### config.mk
export PLATFORM = sky130hd
export DESIGN_NAME = factorial_seq
export DESIGN_NICKNAME = d
export VERILOG_FILES = /design/src/rtl/factorial_seq.sv
export SDC_FILE = /design/constraint.sdc
export NUM_CORES = 1
export LEC_CHECK = 0
export CORE_ASPECT_RATIO = 1.1
export CORE_UTILIZATION = 45
export DETAILED_ROUTE_END_ITERATION = 12
export PLACE_DENSITY = 0.62
export SLEW_MARGIN = 20
export SYNTH_ARGS = -nofsm -noshare
export SYNTH_HDL_FRONTEND = slang
export SYNTH_SLANG_ARGS = --single-unit
### constraint.sdc
create_clock -name clk -period 11.8 [get_ports clk]
set_input_delay 1.77 -clock clk [delete_from_list [all_inputs] [get_ports clk]]
set_output_delay 1.77 -clock clk [all_outputs]
set_load 0.05 [all_outputs]
### src/rtl/factorial_seq.sv
// Sequential n! engine: one multiply per cycle for 2<=n<=8; small and overflowing
// operands go straight to DONE. Valid/ready handshake on both sides, no bypass.
module factorial_seq (
    input  logic        clk,
    input  logic        rst_n,
    input  logic        in_valid,
    output logic        in_ready,
    input  logic [3:0]  n,
    output logic        out_valid,
    input  logic        out_ready,
    output logic [15:0] fact,
    output logic        ovf
);

    // state | meaning
    // IDLE  | waiting for an operand, in_ready high once out of reset
    // CALC  | one acc*cnt multiply per cycle, cnt counting down to 2
    // DONE  | result presented, held until downstream takes it
    typedef enum logic [1:0] {
        S_IDLE = 2'd0,
        S_CALC = 2'd1,
        S_DONE = 2'd2
    } state_t;

    state_t      state_q, state_d;
    logic        armed_q;
    logic [15:0] acc_q, acc_d;
    logic [3:0]  cnt_q, cnt_d;
    logic [15:0] fact_q, fact_d;
    logic        ovf_q, ovf_d;
    logic [15:0] prod;
    logic        accept;

    // Truncation to 16 bits is intended; it never bites for n<=8.
    assign prod   = acc_q * {12'd0, cnt_q};
    assign accept = in_ready && in_valid;

    always_ff @(posedge clk or negedge rst_n) begin
        if (!rst_n) begin
            state_q <= S_IDLE;
            armed_q <= 1'b0;
            acc_q   <= '0;
            cnt_q   <= '0;
            fact_q  <= '0;
            ovf_q   <= 1'b0;
        end else begin
            state_q <= state_d;
            armed_q <= 1'b1;
            acc_q   <= acc_d;
            cnt_q   <= cnt_d;
            fact_q  <= fact_d;
            ovf_q   <= ovf_d;
        end
    end

    always_comb begin
        state_d = state_q;
        acc_d   = acc_q;
        cnt_d   = cnt_q;
        fact_d  = fact_q;
        ovf_d   = ovf_q;
        case (state_q)
            S_IDLE: begin
                if (accept) begin
                    if (n <= 4'd1) begin
                        fact_d  = 16'h0001;
                        ovf_d   = 1'b0;
                        state_d = S_DONE;
                    end else if (n >= 4'd9) begin
                        fact_d  = 16'hFFFF;
                        ovf_d   = 1'b1;
                        state_d = S_DONE;
                    end else begin
                        acc_d   = 16'h0001;
                        cnt_d   = n;
                        ovf_d   = 1'b0;
                        state_d = S_CALC;
                    end
                end
            end
            S_CALC: begin
                acc_d = prod;
                cnt_d = cnt_q - 4'd1;
                if (cnt_q == 4'd2) begin
                    fact_d  = prod;
                    state_d = S_DONE;
                end
            end
            S_DONE: begin
                if (out_ready) begin
                    state_d = S_IDLE;
                end
            end
            default: state_d = S_IDLE;
        endcase
    end

    // armed_q keeps in_ready low while reset is held, even though state is IDLE.
    always_comb begin
        in_ready  = armed_q && (state_q == S_IDLE);
        out_valid = (state_q == S_DONE);
        fact      = fact_q;
        ovf       = ovf_q;
    end

endmodule

After elaboration in Yosys (flattened, before gate mapping)
Index checks and enable logic that the tools add are counted.
- flip-flop bits (word level): 40
- memories kept: 0
- word-level logic and storage cells: 48
- memory bits (writable): 0
- memory bits (read-only): 0
- bits in latches: 0
- input bits: 8
- output and inout port bits: 19
- div/mod/pow operators: 0
- multiplexer cells: 21
- bitwise gates (word level): 0
- multiply operators: 1
- equality and inequality tests: 9
- shift-type cells: 0
- magnitude comparators: 2
- add/sub/neg operators: 1
- reduce and logical (&&, ||, !) cells: 8
- operators by type and width (operator ; count):
    16-bit 2-to-1 mux ; 7
    16-bit case mux with 2 select lines ; 2
    16-bit by 4-bit multiplier with 16-bit output ; 1
    4-bit 2-to-1 mux ; 3
    2-bit 2-to-1 mux ; 5
    2-bit inequality test, second input constant ; 4
    4-bit case mux with 2 select lines ; 1
    4-bit AND reduction ; 2
    2-bit case mux with 3 select lines ; 1
    4-bit by 2-bit == test with 1-bit output, second input constant ; 1
    4-bit greater-or-equal comparator, second input constant ; 1
    4-bit by 1-bit <= comparator with 1-bit output, second input constant ; 1
    4-bit by 1-bit subtractor with 4-bit output, second input constant ; 1
    3-bit inequality test, second input constant ; 1
    3-bit AND reduction ; 1
    2-bit by 1-bit == test with 1-bit output, second input constant ; 1
    2-bit == test, second input constant ; 1
    1-bit logical AND ; 2
    2-bit logical NOT ; 1
    1-bit 2-to-1 mux ; 2
    2-bit by 1-bit inequality test with 1-bit output, second input constant ; 1
    2-bit AND reduction ; 1
    2-bit nonzero test ; 1

Logic depth before layout (Yosys ltp)
Gate-level depths: netlist of the first run.
- depth in word-level cells: 5
- mapped depth: 14
- gate-level depth less buffers: 12

Worst setup path after synthesis of the first run
OpenSTA, ideal clock, no wires.
- path kind: register -> register
- start: register cnt_q[2]
- end: register fact_q[14], in the netlist fact[14]
- path buffers: 2
- arrival: 3569 ps
- stages on the path, launching flop included: 14
- setup time: 125 ps
- data required time: 11675 ps
- path slack: 8107 ps
- clock period less this slack: 3693 ps
- cells stage by stage: dfrtp_1 clkbuf_1 clkbuf_1 nand2_1 fa_1 fa_1 inv_1 fa_1 a211o_1 a211oi_2 nor2_1 a221oi_2 mux2i_1 a21oi_2
- longest elaborated chain between the ends: 3
- elaborated cells on any way between the ends: 6
- those cells by class: 1 x mul; 2 x eq/ne; 2 x mux; 1 x reduce/logical
- ends and longest elaborated chain (element ; RTL line ; RTL):
    start: declaration ; 28 ; logic [3:0] cnt_q, cnt_d;
    start signal: assignment ; 50 ; cnt_q <= cnt_d;
    16-bit by 4-bit multiplier with 16-bit output or 4-bit by 2-bit == test with 1-bit output (tied branches) ; 35, 84 ;
    16-bit 2-to-1 mux or 2-bit inequality test (tied branches) ; -- ;
    16-bit case mux with 2 select lines or 4-bit AND reduction (tied branches) ; -- ;
    end signal: assignment ; 51 ; fact_q <= fact_d;
    end: declaration ; 29 ; logic [15:0] fact_q, fact_d;
Parallel ways exist; a longest one is shown, timed or not. The select of a mux whose other input is x is not followed.
A chain may end at the register's enable or synchronous reset.

Worst setup path in the final report of the first run
- start: register cnt_q[3]
- end: register fact_q[14], in the netlist fact[14]
Same word-level chain as after synthesis.

==> impl_metrics.env, run 1 <==
export IMPL_synth_adder_area_share=0.2163
export IMPL_arrival_ns=4.08
export IMPL_status="completed"
export IMPL_worstHoldPathType="reg2reg"
export IMPL_cts_buffers=5
export IMPL_netlist_top_cells_area="dfrtp_1 (30%), fa_1 (15%), and2_1 (7.3%)"
export IMPL_synth_top_area_share=0.2984
export IMPL_slowest_stage="dfrtp_1"
export IMPL_cp_common_cell="fa_1"
export IMPL_synthSimpleGateAreaFrac=0.2167
export IMPL_fin_crit_sh=0.3334
export IMPL_synthArstFlopShare=1.000
export IMPL_grt_pass1_wl_mm=13.29
export IMPL_crit_path_max_fanout=17
export IMPL_grt_use_total=0.2158
export IMPL_drive_above_1_share=0.04535
export IMPL_end_kind="flip-flop"
export IMPL_synth_top_family_by_area="simple AND/OR/NAND/NOR gates"
export IMPL_io_buffers=26
export IMPL_max_stage_delay_ns=0.70
export IMPL_initial_utilization=0.4707
export IMPL_routedWlPerCell_um=15.10
export IMPL_yosysUniqueCellTypes=46
export IMPL_drt_pass1_iterations=5
export IMPL_antenna_found_initial=0
export IMPL_finalWirelength_mm=7.608
export IMPL_row_count=32
export IMPL_slew_headroom=0.3852
export IMPL_grt_max_degree=41
export IMPL_cts_buffer_depth=2
export IMPL_grt_pass1_vias=2747
export IMPL_yosysSeqAreaShare=0.2984
export IMPL_min_period_ns=3.934
export IMPL_dpl_hpwl_mm=5.604
export IMPL_drv_slew=0
export IMPL_synth_seq_cells=40
export IMPL_overflow=0
export IMPL_worstMarginPinSlew_ns=0.9188
export IMPL_yosysWarningCount=0
export IMPL_layout_nets=469
export IMPL_reg2reg_setup_slack_ns=7.87
export IMPL_hold_violations=0
export IMPL_holdBufCountCts=0
export IMPL_dr_first_iter_drc_count=150
export IMPL_dieArea_mm2=0.007804
export IMPL_gp_congestion=0.8381
export IMPL_synthXorXnorAreaFrac=0.02350
export IMPL_avgSynthCellArea_um2=8.407
export IMPL_clk_transition_reported_paths_ns=0.08
export IMPL_rsz0062_at_grt="false"
export IMPL_vias=2679
export IMPL_cts_max_level=2
export IMPL_yosysTopAreaCell="dfrtp_1"
export IMPL_cts_tree="done"
export IMPL_synth_nets=450
export IMPL_synth_edf_count=0
export IMPL_skew_ns=0.003734
export IMPL_cts_num_sinks=40
export IMPL_antennaDiodeCount=0
export IMPL_path_class="reg2reg"
export IMPL_via_per_inst=5.315
export IMPL_ctsResizeCount=0
export IMPL_drv_cap=0
export IMPL_postRouteAntennaNets=0
export IMPL_fp_dieW_um=84.32
export IMPL_fmax_mhz=254.2
export IMPL_synthMuxAreaShare=0.01231
export IMPL_synthesis_area_mm2=0.003354
export IMPL_syn_inst=399
export IMPL_io_pins=27
export IMPL_post_cts_setup_buffer_count=0
export IMPL_critPathLaunchType="flip-flop"
export IMPL_worstPathCellList="nand2_1, fa_1, fa_1, inv_1, fa_1, a211o_1, a211oi_2, nor2_1, a221oi_2, mux2i_1, a21oi_2"
export IMPL_critPathTopFamily="adder cells"
export IMPL_drc=0
export IMPL_fp_dieH_um=92.55
export IMPL_synth_compound_area_frac=0.1578
export IMPL_cts_root_buffer="clkbuf_8"
export IMPL_final_setup_viol_count=0
export IMPL_fin_setup_tns_ns=0
export IMPL_area_growth_syn_to_layout_pct=12.94
export IMPL_crit_buf_inv=1
export IMPL_synth_flop_cell="dfrtp_1"
export IMPL_core_mm2=0.007127
export IMPL_clk_latency_ns=0.28
export IMPL_critical_path_required_ns=11.94
worst reg2reg max path, stage by stage (launching register included):
cell      delay (ns)
dfrtp_1         0.70
nand2_1         0.17
fa_1            0.54
fa_1            0.56
inv_1           0.07
fa_1            0.47
a211o_1         0.31
a211oi_2        0.21
nor2_1          0.12
a221oi_2        0.26
mux2i_1         0.30
a21oi_2         0.09
layer usage:
metal  global-route usage  vias up  routed length, um
met5                    0        -                  0
met4              0.06178        0                 93
met3              0.03030        8                285
met2               0.3668       59               3722
met1               0.2877     1287               3506
li1                     -     1325                  -
cells in the final DEF (no fill, tap or decap), drive strengths merged, types with 3 or more instances in the layout:
cell	n
and2	40
nand2	61
o22a	3
a21o	7
inv	49
a31oi	3
nor2	34
a21oi	30
xnor2	7
ha	18
clkbuf	7
and3	3
nor3	5
o21a	4
dfrtp	40
clkdlybuf4s50	25
a211oi	5
mux2i	3
fa	25
o21ai	20
Yosys cell counts, drive strengths merged, types with 3 or more instances:
cell type	number
clkbuf	9
nand2	61
o21a	4
o22a	3
dfrtp	40
and3	3
buf	6
o21ai	20
a21o	7
mux2i	3
nor2	34
fa	25
and2	40
a211oi	5
a31oi	3
inv	49
xnor2	7
a21oi	30
ha	18
nor3	5
registers in the layout, indices dropped and copies added, names as in the netlist:
name,count
acc_q,16
armed_q,1
cnt_q,4
fact,16
ovf,1
state_q,2
through the flow:
step                      utilization  std cells  cell area (um^2)  hold slack [ns]  setup slack [ns]
after global placement         0.5135        496              3660           0.4641             7.746
final                          0.5316        504              3789           0.4919             7.866
after global routing           0.5316        504              3789           0.5288             7.479
after detailed placement       0.5135        496              3660           0.4704             7.673
after CTS                      0.5313        504              3786           0.4896             7.814
after floorplan                     -        399              3354           0.4502             8.107
path summary, 6_finish.rpt:
kind,startpoint,end,cells after the start
worst max-delay path,cnt_q[3],fact[14],11
min in group asynchronous,rst_n,acc_q[11],1
worst max register to register,cnt_q[3],fact[14],11
worst min-delay path,acc_q[15],acc_q[15],2
worst min register to register,acc_q[15],acc_q[15],2
max in group asynchronous,rst_n,fact[7],1
layout make-up:
cell class | instances | area, um^2
fillers | 686 | 3338
multi-input cells | 295 | 2108
flip-flops and latches | 40 | 1001
repair buffers | 27 | 262.8
inverters | 49 | 183.9
well taps | 85 | 106.4
clock buffers | 7 | 96.34
clock inverters | 1 | 30.03
cell families (layout without fill, tap and decap cells):
| kind of cell | after synthesis | after routing |
|---|---|---|
| AND/OR/NAND/NOR | 154 | 154 |
| AO/OA/AOI/OAI | 84 | 84 |
| buffers and inverters | 64 | 84 |
| adder cells (fa/ha/maj) | 43 | 43 |
| flip-flops | 40 | 40 |
| XOR/XNOR | 9 | 9 |
| multiplexers | 4 | 4 |
| other | 1 | 1 |
Power of run 1 is not shown: default switching activity piles up to over one toggle a cycle in this logic, so the estimate is an artifact.
==> run 2: changes to the inputs <==
--- a/config.mk
+++ b/config.mk
@@ -8,7 +8,7 @@
 export CORE_ASPECT_RATIO = 1.1
 export CORE_UTILIZATION = 45
 export DETAILED_ROUTE_END_ITERATION = 12
-export PLACE_DENSITY = 0.62
+export PLACE_DENSITY = 0.65
 export SLEW_MARGIN = 20
 export SYNTH_ARGS = -nofsm -noshare
 export SYNTH_HDL_FRONTEND = slang
==> constraint.sdc (replaced) <==
create_clock -name clk -period 3.2 [get_ports clk]
set_input_delay 0.48 -clock clk [delete_from_list [all_inputs] [get_ports clk]]
set_output_delay 0.48 -clock clk [all_outputs]
set_load 0.05 [all_outputs]
==> run 2 against run 1 <==
Compared with the run above: the flow now finishes with violations (negative setup slack); die area is the same; maximum frequency grew 15%; worst hold slack lost 0.18 ns; global-route usage grew 3.7 points; register-to-register slack lost 8.1 ns; non-clock buffer count grew 61; first-iteration DRC count shrank 24%; clock skew grew 0.0043 ns; cell count grew 12%; utilization grew 14 points.
==> impl_metrics.env, run 2 (same netlist as run 1, synthesis figures left out) <==
export IMPL_final_area_mm2=0.004751
export IMPL_violations="negative setup slack"
export IMPL_worstMarginPinSlew_ns=0.9234
export IMPL_fin_crit_sh=1.073
export IMPL_cts_max_level=2
export IMPL_fmax_mhz=291.3
export IMPL_layout_nets=530
export IMPL_final_util=0.6666
export IMPL_critPathLaunchType="flip-flop"
export IMPL_rsz0062_at_grt="true"
export IMPL_reg2reg_setup_slack_ns=-0.23
export IMPL_min_period_ns=3.432
export IMPL_end_kind="flip-flop"
export IMPL_fp_dieW_um=84.32
export IMPL_dr_first_iter_drc_count=114
export IMPL_crit_path_max_fanout=7
export IMPL_dieArea_mm2=0.007804
export IMPL_antenna_found_initial=0
export IMPL_core_mm2=0.007127
export IMPL_grt_use_total=0.2527
export IMPL_arrival_ns=3.62
export IMPL_vias=2995
export IMPL_cts_tree="done"
export IMPL_drt_pass1_iterations=4
export IMPL_drive_above_1_share=0.3417
export IMPL_antennaDiodeCount=0
export IMPL_hold_violations=0
export IMPL_io_pins=27
export IMPL_area_growth_syn_to_layout_pct=41.63
export IMPL_clk_latency_ns=0.31
export IMPL_grt_pass1_wl_mm=15.24
export IMPL_final_common_cell="nand2_1"
export IMPL_fin_setup_tns_ns=-1.730
export IMPL_grtUsageMet2=0.4542
export IMPL_holdBufCountCts=0
export IMPL_postRouteAntennaNets=0
export IMPL_routedWlPerCell_um=15.78
export IMPL_dp_cells=547
export IMPL_crit_path_start="cnt_q[1]"
export IMPL_drv_cap=0
export IMPL_slew_headroom=0.3844
export IMPL_fp_dieH_um=92.55
export IMPL_clk_transition_reported_paths_ns=0.09
export IMPL_cts_num_sinks=40
export IMPL_critical_path_required_ns=3.39
export IMPL_initial_utilization=0.4707
export IMPL_place_area_mm2=0.004111
export IMPL_grt_max_degree=41
export IMPL_cts_root_buffer="clkbuf_8"
export IMPL_final_setup_viol_count=14
export IMPL_dpl_hpwl_mm=6.538
export IMPL_r2r_cells=13
export IMPL_drv_slew=0
export IMPL_r2r_end="acc_q[14]"
export IMPL_cts_buffers=5
export IMPL_row_count=32
export IMPL_drc=0
export IMPL_grt_pass1_vias=3151
export IMPL_grt_busiest_layer="met2"
export IMPL_r2r_start="cnt_q[1]"
export IMPL_layout_common_cells="nand2_1 (57), buf_4 (50), dfrtp_1 (37)"
export IMPL_fin_cells=565
export IMPL_n_fill_cell=595
export IMPL_setup_slack_ns=-0.2324
export IMPL_use_met3=0.03119
export IMPL_finalWirelength_mm=8.917
export IMPL_path_class="reg2reg"
export IMPL_overflow=0
export IMPL_gp_congestion=0.8523
export IMPL_gr_usage_met1=0.3138
export IMPL_status="finished, violations left"
export IMPL_worstHoldPathType="in2async"
export IMPL_io_buffers=26
export IMPL_skew_ns=0.008029
export IMPL_via_per_inst=5.301
export IMPL_cts_buffer_depth=2
[run 2: cell count changes in the layout (fill, tap and decap cells not counted), sizes merged]
cell / delta
buf: +61
clkbuf: -2
clkinvlp: +1
inv: +1
[run 2: timing repair]
| item | 4_1_cts | 5_1_grt |
|---|---|---|
| resized for setup | 65 | 52 |
| setup buffers | 10 | 2 |
| pin swaps | 24 | 40 |
| setup endpoints to repair | 19 | 18 |
[run 2: final cells by class]
cell class                 count  area, um^2  share of cell area
multi-input combinational    295        2575              0.5420
sequential                    40        1005              0.2115
timing repair buffer          88       765.7              0.1612
inverter                      49       183.9             0.03871
tap                           85       106.4             0.02239
clock buffer                   5       68.82             0.01449
clock inverter                 3       46.29            0.009745
[run 2: how the worst max path moves through the flow]
stage	to	cells after the start
final	acc_q[14]	13
after global routing	acc_q[14]	12
after CTS	acc_q[14]	12
after detailed placement	acc_q[14]	11
after global placement	acc_q[13]	15
after floorplan	fact[14]	12
[run 2: routing by layer]
metal,up-vias,share of wire
met4,0,0.021
met2,49,0.52
met5,-,0
li1,1443,-
met1,1484,0.44
met3,19,0.026
[run 2: critical path: stages, from the launching register on]
cell      delay, ns
dfrtp_2        0.47
buf_6          0.15
and2_1         0.14
fa_1           0.47
inv_1          0.05
fa_1           0.48
inv_2          0.05
ha_4           0.23
o21a_1         0.21
a211oi_2       0.32
nor2_2         0.11
a221oi_2       0.27
mux2i_1        0.30
nand2_1        0.08
[run 2: per-stage QoR]
| step | setup slack [ns] | hold WS, ns |
|---|---|---|
| 2_1_floorplan | -0.2031 | 0.1844 |
| 3_3_place_gp | -0.3205 | 0.4643 |
| 3_5_place_dp | -0.4011 | 0.4875 |
| 4_1_cts | -0.2211 | 0.3382 |
| 5_1_grt | -0.3644 | 0.3772 |
| 6_report | -0.2324 | 0.3084 |
Power of run 2 is left out for the same reason.
==> run 3: changes to the inputs <==
--- a/config.mk
+++ b/config.mk
@@ -5,10 +5,13 @@
 export SDC_FILE = /design/constraint.sdc
 export NUM_CORES = 1
 export LEC_CHECK = 0
+export CAP_MARGIN = 20
 export CORE_ASPECT_RATIO = 1.1
 export CORE_UTILIZATION = 45
 export DETAILED_ROUTE_END_ITERATION = 12
+export GPL_ROUTABILITY_DRIVEN = 1
 export PLACE_DENSITY = 0.65
+export REMOVE_ABC_BUFFERS = 1
 export SLEW_MARGIN = 20
 export SYNTH_ARGS = -nofsm -noshare
 export SYNTH_HDL_FRONTEND = slang
==> run 3 against run 2 <==
Compared with the run above: the flow finishes with violations (design-rule violations, negative setup slack); wire length up 5.9%; non-clock buffer count unchanged; maximum frequency down 1.6%; register-to-register slack worse by 0.06 ns; sequential cell count unchanged; setup slack worse by 0.055 ns; clock-buffer cell count up 1; critical path type unchanged; critical endpoint is now fact[10]; highest routed layer unchanged.
==> impl_metrics.env, run 3 (same netlist as run 1, synthesis figures left out) <==
export IMPL_status="finished, violations left"
export IMPL_violations="design-rule violations, negative setup slack"
export IMPL_via_per_inst=5.499
export IMPL_place_area_mm2=0.004050
export IMPL_worstHoldPathType="in2async"
export IMPL_fp_dieW_um=84.32
export IMPL_grt_max_degree=41
export IMPL_path_class="reg2reg"
export IMPL_cts_tree="done"
export IMPL_max_stage_delay_ns=0.56
export IMPL_area_growth_syn_to_layout_pct=40.21
export IMPL_fin_crit_sh=1.090
export IMPL_cts_num_sinks=40
export IMPL_vias=3107
export IMPL_grt_pass1_vias=3151
export IMPL_final_setup_viol_count=18
export IMPL_fin_setup_tns_ns=-2.555
export IMPL_r2r_cells=13
export IMPL_overflow=0
export IMPL_slowest_stage="fa_1"
export IMPL_worstPathCellList="buf_6, and2_4, fa_1, inv_2, fa_1, inv_2, ha_4, o21a_1, a211oi_2, o21bai_1, a21oi_2, mux2i_2, a21oi_1"
export IMPL_cts_root_buffer="clkbuf_8"
export IMPL_rsz0062_at_grt="true"
export IMPL_drt_pass1_iterations=8
export IMPL_grt_use_total=0.2522
export IMPL_layout_common_cells="nand2_1 (56), buf_4 (49), dfrtp_1 (37)"
export IMPL_n_fill_cell=590
export IMPL_skew_ns=0.007080
export IMPL_antennaDiodeCount=0
export IMPL_crit_path_max_fanout=5
export IMPL_antenna_found_initial=0
export IMPL_holdBufCountCts=0
export IMPL_dieArea_mm2=0.007804
export IMPL_dp_cells=548
export IMPL_routedWlPerCell_um=16.71
export IMPL_setup_slack_ns=-0.2875
export IMPL_core_mm2=0.007127
export IMPL_initial_utilization=0.4707
export IMPL_dr_first_iter_drc_count=142
export IMPL_drv_cap=0
export IMPL_io_pins=27
export IMPL_drc=4
export IMPL_final_area_mm2=0.004703
export IMPL_arrival_ns=3.67
export IMPL_drive_above_1_share=0.3333
export IMPL_finalWirelength_mm=9.439
export IMPL_final_common_cell="nand2_1"
export IMPL_io_buffers=26
export IMPL_postRouteAntennaNets=0
export IMPL_clk_latency_ns=0.30
export IMPL_gp_congestion=0.8291
export IMPL_fin_cells=565
export IMPL_hold_violations=0
export IMPL_critical_path_required_ns=3.38
export IMPL_drv_slew=0
export IMPL_fp_dieH_um=92.55
export IMPL_dpl_hpwl_mm=6.510
export IMPL_min_period_ns=3.488
export IMPL_clk_transition_reported_paths_ns=0.09
export IMPL_end_kind="flip-flop"
export IMPL_row_count=32
export IMPL_slew_headroom=0.3970
export IMPL_cts_buffer_depth=2
export IMPL_cts_buffers=5
export IMPL_critPathLaunchType="flip-flop"
export IMPL_grt_pass1_wl_mm=15.28
export IMPL_layout_nets=530
export IMPL_fmax_mhz=286.7
export IMPL_worstMarginPinSlew_ns=0.9046
export IMPL_cts_max_level=2
## run 3: cell types whose count changed in the layout (fill, tap and decap cells not counted), moves of 2 or more
cell	delta
and2_1	+2
and2_4	-2
nand2_2	+3
nand2_4	-2
nor2_1	-2
nor2_2	+2
o21ai_0	+2
## run 3: what timing repair did
action                                  in CTS  in global routing
resized for setup                          100                 17
cloned                                       1                  0
pin swaps                                   52                 15
endpoints found under the setup margin      18                 18
setup buffers                               10                  4
endpoints found under the hold margin        0                  0
## run 3: metal layers
| metal | part of all wire | vias up | track usage |
|---|---|---|---|
| li1 | - | 1444 | - |
| met1 | 0.42 | 1580 | 0.3108 |
| met2 | 0.53 | 62 | 0.4583 |
| met3 | 0.028 | 21 | 0.03119 |
| met4 | 0.028 | 0 | 0.08046 |
| met5 | 0 | - | 0 |
## run 3: final cells by class
class | instances | area [um^2] | area share
flip-flops and latches | 40 | 1005 | 0.2136
multi-input cells | 295 | 2517 | 0.5352
well taps | 85 | 106.4 | 0.02261
clock inverters | 2 | 38.79 | 0.008247
inverters | 49 | 183.9 | 0.03911
clock buffers | 6 | 82.58 | 0.01756
repair buffers | 88 | 769.5 | 0.1636
## run 3: path summary, 6_finish.rpt
path | startpoint | end | slack [ns]
setup / recovery | cnt_q[1] | fact[10] | -0.29
hold / removal | rst_n | fact[14] | 0.29
setup reg to reg | cnt_q[1] | fact[10] | -0.29
hold reg to reg | acc_q[15] | acc_q[15] | 0.50
max in group asynchronous | rst_n | acc_q[3] | 2.27
min in group clk | acc_q[15] | acc_q[15] | 0.50
## run 3: worst max-delay path, delay by kind of cell, from the launching register on
| family | cells | cell delay (ns) |
|---|---|---|
| fa+ha+maj | 3 | 1.27 |
| compound gates | 5 | 0.94 |
| flops | 1 | 0.46 |
| mux | 1 | 0.32 |
| buf+inv | 3 | 0.25 |
| simple gates | 1 | 0.13 |
## run 3: per-stage QoR
stage / hold slack (ns) / utilization / setup WS [ns]
2_1_floorplan: 0.1844 / - / -0.2937
3_5_place_dp: 0.4727 / 0.5683 / -0.4051
3_3_place_gp: 0.4641 / 0.5683 / -0.3449
5_1_grt: 0.3729 / 0.6599 / -0.4647
6_report: 0.2923 / 0.6599 / -0.2875
4_1_cts: 0.3386 / 0.6482 / -0.3000
Power of run 3 is left out for the same reason.
